--- src/rtl/qsys_test_ws2812_tx.sv ---
// WS2812 single-wire LED transmitter fed by an Avalon-ST pixel stream.
// Each 24-bit RGB pixel is sent GRB, MSB first; a latch gap follows every NUM_LEDS pixels.
module qsys_test_ws2812_tx #(
  parameter int unsigned T0H      = 20,
  parameter int unsigned T1H      = 40,
  parameter int unsigned TBIT     = 63,
  parameter int unsigned TRST     = 2500,
  parameter int unsigned NUM_LEDS = 1
) (
  input  logic        rsi_MRST_reset,
  input  logic        csi_MCLK_clk,
  input  logic [23:0] asi_LEDS_data,
  input  logic        asi_LEDS_valid,
  output logic        asi_LEDS_ready,
  output logic        coe_LED_dout,
  output logic        coe_LED_busy
);

  localparam int unsigned TW = (TBIT > 1) ? $clog2(TBIT) : 1;
  localparam int unsigned LW = (TRST > 1) ? $clog2(TRST) : 1;

  localparam logic [TW-1:0] TBIT_LAST = TW'(TBIT - 1);
  localparam logic [TW-1:0] T0H_W     = TW'(T0H);
  localparam logic [TW-1:0] T1H_W     = TW'(T1H);
  localparam logic [LW-1:0] TRST_LAST = LW'(TRST - 1);
  localparam logic [7:0]    NLED_W    = 8'(NUM_LEDS);

  typedef enum logic [1:0] {
    S_IDLE  = 2'd0,
    S_SEND  = 2'd1,
    S_LATCH = 2'd2
  } state_t;

  state_t        state_q;
  logic [23:0]   shift_q;
  logic [4:0]    bit_cnt_q;
  logic [TW-1:0] tick_q;
  logic [7:0]    pix_cnt_q;
  logic [LW-1:0] lat_q;
  logic          dout_q;
  logic          busy_q;

  logic [TW-1:0] tick_d;
  logic [TW-1:0] thi_cur;
  logic [TW-1:0] thi_nxt;
  logic [TW-1:0] thi_new;
  logic [7:0]    pix_cnt_d;

  // dout is registered, so it is computed from the tick/bit the line will show next cycle.
  always_comb begin
    tick_d    = tick_q + 1'b1;
    thi_cur   = shift_q[23] ? T1H_W : T0H_W;
    thi_nxt   = shift_q[22] ? T1H_W : T0H_W;
    thi_new   = asi_LEDS_data[15] ? T1H_W : T0H_W;
    pix_cnt_d = pix_cnt_q + 1'b1;
  end

  assign asi_LEDS_ready = (state_q == S_IDLE);
  assign coe_LED_dout   = dout_q;
  assign coe_LED_busy   = busy_q;

  always_ff @(posedge csi_MCLK_clk or posedge rsi_MRST_reset) begin
    if (rsi_MRST_reset) begin
      state_q   <= S_IDLE;
      shift_q   <= '0;
      bit_cnt_q <= '0;
      tick_q    <= '0;
      pix_cnt_q <= '0;
      lat_q     <= '0;
      dout_q    <= 1'b0;
      busy_q    <= 1'b0;
    end else begin
      case (state_q)
        S_IDLE: begin
          dout_q <= 1'b0;
          if (asi_LEDS_valid) begin
            shift_q   <= {asi_LEDS_data[15:8], asi_LEDS_data[23:16], asi_LEDS_data[7:0]};
            bit_cnt_q <= '0;
            tick_q    <= '0;
            state_q   <= S_SEND;
            busy_q    <= 1'b1;
            dout_q    <= (thi_new != '0);
          end
        end
        S_SEND: begin
          if (tick_q == TBIT_LAST) begin
            tick_q <= '0;
            shift_q <= {shift_q[22:0], 1'b0};
            if (bit_cnt_q == 5'd23) begin
              bit_cnt_q <= '0;
              pix_cnt_q <= pix_cnt_d;
              dout_q    <= 1'b0;
              if (pix_cnt_d == NLED_W) begin
                state_q <= S_LATCH;
                lat_q   <= '0;
                busy_q  <= 1'b1;
              end else begin
                state_q <= S_IDLE;
                busy_q  <= 1'b0;
              end
            end else begin
              bit_cnt_q <= bit_cnt_q + 1'b1;
              dout_q    <= (thi_nxt != '0);
            end
          end else begin
            tick_q <= tick_d;
            dout_q <= (tick_d < thi_cur);
          end
        end
        S_LATCH: begin
          dout_q <= 1'b0;
          if (lat_q == TRST_LAST) begin
            lat_q     <= '0;
            pix_cnt_q <= '0;
            state_q   <= S_IDLE;
            busy_q    <= 1'b0;
          end else begin
            lat_q <= lat_q + 1'b1;
          end
        end
        default: begin
          state_q   <= S_IDLE;
          shift_q   <= '0;
          bit_cnt_q <= '0;
          tick_q    <= '0;
          pix_cnt_q <= '0;
          lat_q     <= '0;
          dout_q    <= 1'b0;
          busy_q    <= 1'b0;
        end
      endcase
    end
  end

endmodule

--- config.mk ---
export PLATFORM = sky130hd
export DESIGN_NAME = qsys_test_ws2812_tx
export DESIGN_NICKNAME = d
export VERILOG_FILES = /design/src/rtl/qsys_test_ws2812_tx.sv
export SDC_FILE = /design/constraint.sdc
export NUM_CORES = 1
export LEC_CHECK = 0
export BUFFER_PORTS_ARGS = -buffer_cell sky130_fd_sc_hd__buf_2
export CORE_ASPECT_RATIO = 0.75
export CORE_MARGIN = 3
export CORE_UTILIZATION = 39
export CTS_BUF_LIST = sky130_fd_sc_hd__clkbuf_4 sky130_fd_sc_hd__clkbuf_8
export CTS_CLUSTER_SIZE = 14
export DETAILED_ROUTE_END_ITERATION = 7
export PLACE_DENSITY = 0.61
export SYNTH_ARGS = -nofsm -noshare
export SYNTH_HDL_FRONTEND = slang
export SYNTH_SLANG_ARGS = --single-unit
export TNS_END_PERCENT = 50
--- constraint.sdc ---
create_clock -name csi_MCLK_clk -period 2.5 [get_ports csi_MCLK_clk]
set_clock_uncertainty 0.1 [all_clocks]
set_input_delay 0.125 -clock csi_MCLK_clk [delete_from_list [all_inputs] [get_ports csi_MCLK_clk]]
set_output_delay 0.125 -clock csi_MCLK_clk [all_outputs]
set_load 0.03 [all_outputs]
Word level (Yosys, flattened, before mapping)
Cells that the tools add are included.
Widths: inputs -> output; s select.

word-level totals
  bits in registers = 59
  bits in latches = 0
  bits in writable memories = 0
  memory bits (read-only) = 0
  input port bits = 27
  output and inout port bits = 3
  word-level logic and storage cells = 72
  memories kept = 0

cells by class
  $add $sub $neg = 4
  multipliers = 0
  div/mod/pow operators = 0
  order comparisons = 1
  equal/unequal tests = 11
  shifts and indexed selects = 0
  mux-type cells = 38
  bitwise logic cells = 2
  reductions and logical operators = 8

operators by type and width
  kind                   number
  $pmux 24 s3            1
  $mux 12                4
  $mux 24                2
  $pmux 12 s3            1
  $mux 6                 5
  $mux 8                 3
  $pmux 8 s3             1
  $pmux 6 s3             1
  $mux 5                 3
  $pmux 5 s3             1
  $add 12x1->12 const B  1
  $eq 12x12->1 const B   1
  $reduce_and 4->1       3
  $reduce_bool 6->1      2
  $mux 2                 5
  $ne 2x2->1 const B     5
  $add 8x1->8 const B    1
  $eq 8x1->1 const B     1
  $mux 1                 8
  $add 6x1->6 const B    1
  $eq 6x6->1 const B     1
  $lt 6x6->1             1
  $pmux 2 s3             1
  $add 5x1->5 const B    1
  other kinds (9)        10

Depth between registers and ports, before layout
  word-level depth = 6
  depth in mapped cells = 9
  gate-level depth less buffers = 7

Worst setup path after synthesis
OpenSTA, ideal clock, no wires.

  path kind = register -> register
  start = reg tick_q[0]
  end = reg bit_cnt_q[0]
  arrival time = 1664 ps
  data required time = 2275 ps
  setup slack = 611 ps
  cell stages (with the launch flop) = 8
  clock period less this slack = 1889 ps
  cells stage by stage = dfrtp_1 > inv_1 > ha_1 > nand2_1 > or2_1 > buf_6 > a21oi_4 > mux2_2

on the way
  cells in the longest elaborated chain, start to end = 3

RTL lines
  element                     line  text
  from (decl)                 37    logic [TW-1:0] tick_q;
  from (signal assigned)      106   tick_q <= tick_d;
  $eq 6x6->1                  86    if (tick_q == TBIT_LAST) begin
  $ne 2x2->1 (no line)        n/a
  $reduce_and 3->1 (no line)  n/a
  to (signal assigned)        102   bit_cnt_q <= bit_cnt_q + 1'b1;
  to (decl)                   36    logic [4:0] bit_cnt_q;

No other way between the ends.
A chain may end at the register's enable or synchronous reset.

Final worst setup path
  start = reg lat_q[0]
  end = reg pix_cnt_q[7]

on the way
  cells in the longest elaborated chain, start to end = 3

RTL lines
  element                     line  text
  from (decl)                 39    logic [LW-1:0] lat_q;
  from (signal assigned)      118   lat_q <= lat_q + 1'b1;
  $eq 12x12->1                112   if (lat_q == TRST_LAST) begin
  $ne 2x2->1 (no line)        n/a
  $reduce_and 4->1 (no line)  n/a
  to (signal assigned)        91    pix_cnt_q <= pix_cnt_d;
  to (decl)                   38    logic [7:0] pix_cnt_q;

No other way between the ends.

==> flow_metrics.py <==
metrics = {
    "flow_run": {
        "maxCapViolations": 0,
    },
    "global_route": {
        "grt_pass1_vias": 2431,
        "antenna_found_initial": 0,
        "grt_util_all_layers_pct": 15.4,
        "grt_max_degree": 49,
        "grt_remaining_overflow": 0,
        "grt_pass1_wl_um": 11900,
    },
    "die": {
        "core_area_um2": 7670,
        "rows": 27,
        "die_h_um": 84.5,
        "die_w_um": 111,
        "start_util_pct": 41.8,
        "pin_count": 30,
        "fp.dieArea_um2": 9350,
    },
    "final_layout": {
        "nFillCells": 706,
        "syn2layout_area_growth_pct": 21.0,
        "layout_common_cells": "dfrtp_1, nor2_1, buf_2, a21oi_2, a22oi_1",
        "layout_commonest_cell": "dfrtp_1",
        "drive_gt1_share_pct": 23.0,
        "multiInputGateArea_um2": 1550,
        "regArea_um2": 1480,
        "fin_nets": 410,
        "insertedDiodeCount": 0,
        "fin_cells": 480,
    },
    "setup_path": {
        "start_kind": "flip-flop",
        "worstPathArrival_ns": 2.33,
        "path_max_fanout": 6,
        "critical_path_class": "reg2reg",
        "r2r_start": "lat_q[0]",
        "cp.required_ns": 2.64,
        "rr_worst_depth": 6,
        "critPathCapture": "pix_cnt_q[7]",
        "reg2reg_slack_ns": 0.31,
        "critPathLaunch": "lat_q[0]",
        "r2r-end": "pix_cnt_q[7]",
        "endpoint_kind": "flip-flop",
    },
    "clocking": {
        "clkTransAtPathRegs_ns": 0.08,
        "cts_tree": "built",
        "cts_num_sinks": 59,
        "root_buffer": "clkbuf_8",
        "htreeDepth": 3,
        "cts_made_buffers": 9,
        "clk_latency_ns": 0.34,
        "clk_path_buf_depth": 2,
    },
    "sta": {
        "worst_pin_slew_ns": 0.757,
        "fin_crit_sh_pct": 87.4,
        "period_needed_ns": 2.19,
        "max_freq_mhz": 457,
        "finalHoldViolCount": 0,
        "setup_viol": 0,
        "fin_setup_tns_ns": 0,
        "slew_headroom_pct": 49.4,
        "slew_viol_final": 0,
        "rsz0062_at_grt": "false",
    },
    "yosys": {
        "synth_area_per_cell_um2": 9.89,
        "synth_area_um2": 3210,
        "synth.net_count": 360,
        "yosys_warnings": 0,
        "async_flop_share_pct": 100,
        "synth-edff-count": 0,
        "yosysUniqueCellTypes": 56,
        "synth_seq_cells": 59,
        "yosysSeqAreaShare_pct": 46.1,
        "synth_cells": 324,
        "synthFlopType": "dfrtp_1",
    },
    "detailed_routing": {
        "vias_per_cell": 5.33,
        "first_pass_iters": 5,
        "remaining_drc_errors": 0,
        "antenna_left": 0,
        "routed_wl_um": 6860,
        "wl_per_cell_um": 14.3,
        "vias": 2558,
        "initialDrtViolationCount": 154,
    },
    "hold_path": {
        "worstHoldPathCells": 3,
        "hold_start": "asi_LEDS_data[20]",
        "hp-class": "in2reg",
    },
    "placed_design": {
        "gp_congestion": 0.818,
        "io_buffer_count": 29,
        "dp_cells": 443,
        "dp_hpwl_um": 4630,
    },
    "status": {
        "status": "finished clean",
    },
    "power_and_ir_drop": {
        "powerDensity_nw_per_um2": 527,
        "peakVddDrop_uv": 229,
        "leakagePower_nw": 1.59,
    },
}
per-stage QoR:
| stage | utilization [%] | hold WS [ns] | worst slack, ns | power (mW) | instance area, um2 |
|---|---|---|---|---|---|
| floorplan | - | 0.173 | 0.611 | 0.986 | 3210 |
| global placement | 44.7 | 0.219 | 0.299 | 1.02 | 3430 |
| detailed placement | 44.7 | 0.225 | 0.229 | 1.02 | 3430 |
| CTS | 50.5 | 0.00190 | 0.202 | 2.07 | 3870 |
| global route | 50.6 | 0.00209 | 0.140 | 2.12 | 3880 |
| finish | 50.6 | 0.00340 | 0.314 | 2.04 | 3880 |
critical path: stages (launching register included):
cell	delay (ns)
dfrtp_1	0.40
ha_1	0.21
nor4bb_1	0.40
a311o_1	0.37
nand2_1	0.12
or2_1	0.26
a22o_1	0.23
where the power goes:
group | internal, mW | total (mW) | switching, mW
Clock | 0.619 | 1.02 | 0.402
Sequential | 0.954 | 0.954 | 0
Combinational | 0.0386 | 0.0681 | 0.0295
Yosys cell counts (all sizes together), types with 3 or more instances:
| master | instances | area, um2 |
|---|---|---|
| nand4 | 3 | 18.8 |
| a22oi | 23 | 173 |
| a31oi | 4 | 25.0 |
| nand3 | 14 | 75.1 |
| buf | 12 | 103 |
| dfrtp | 59 | 1480 |
| and3 | 6 | 42.5 |
| nor2b | 3 | 18.8 |
| xor2 | 3 | 26.3 |
| ha | 9 | 113 |
| o22ai | 5 | 31.3 |
| o311ai | 3 | 26.3 |
| inv | 20 | 75.1 |
| nor3 | 7 | 46.3 |
| o21ai | 18 | 97.6 |
| clkbuf | 4 | 15.0 |
| a21oi | 32 | 262 |
| a32o | 4 | 40.0 |
| xnor2 | 9 | 78.8 |
| nand2 | 20 | 75.1 |
| nand2b | 3 | 18.8 |
| or3 | 3 | 18.8 |
| nor2 | 33 | 124 |
worst min-delay path by stage:
stage | to | slack (ns)
finish | shift_q[12] | 0.003
global route | shift_q[12] | 0.002
CTS | shift_q[3] | 0.002
detailed placement | shift_q[23] | 0.22
global placement | shift_q[23] | 0.22
floorplan | shift_q[0] | 0.17
area by class of cell:
class / count / area share, %
flip-flops and latches: 59 / 38.1
well taps: 101 / 3.26
repair buffers: 55 / 10.8
clock buffers: 11 / 3.90
multi-input cells: 229 / 39.9
clock inverters: 5 / 2.16
inverters: 20 / 1.93
repair_timing:
action,in CTS,in global routing
gates resized for setup,0,2
hold buffers,21,0
endpoints found under the hold margin,53,0
setup buffers,0,0
setup endpoints to repair,0,6
logic make-up after synthesis:
kind of cell / share of synthesized area (%)
buffers and inverters: 6.01
multiplexers: 0.664
adder cells (fa/ha/maj): 3.51
flip-flops: 46.1
AO/OA/AOI/OAI: 24.2
AND/OR/NAND/NOR: 16.3
XOR/XNOR: 3.28
flip-flops by register name, summed over array words and instances (netlist names):
signal        cells
state_q           2
coe_LED_dout      1
tick_q            6
shift_q          24
bit_cnt_q         5
lat_q            12
pix_cnt_q         8
coe_LED_busy      1
layer usage:
| layer | global-route usage, % | up-vias | share of wire, % |
|---|---|---|---|
| met5 | 0 | - | 0 |
| met4 | 4.70 | 0 | 0.76 |
| met3 | 4.76 | 4 | 4.2 |
| met2 | 22.7 | 45 | 45 |
| met1 | 21.7 | 1233 | 50 |
| li1 | - | 1276 | - |
Note: power is estimated with default switching activity, not from simulation.
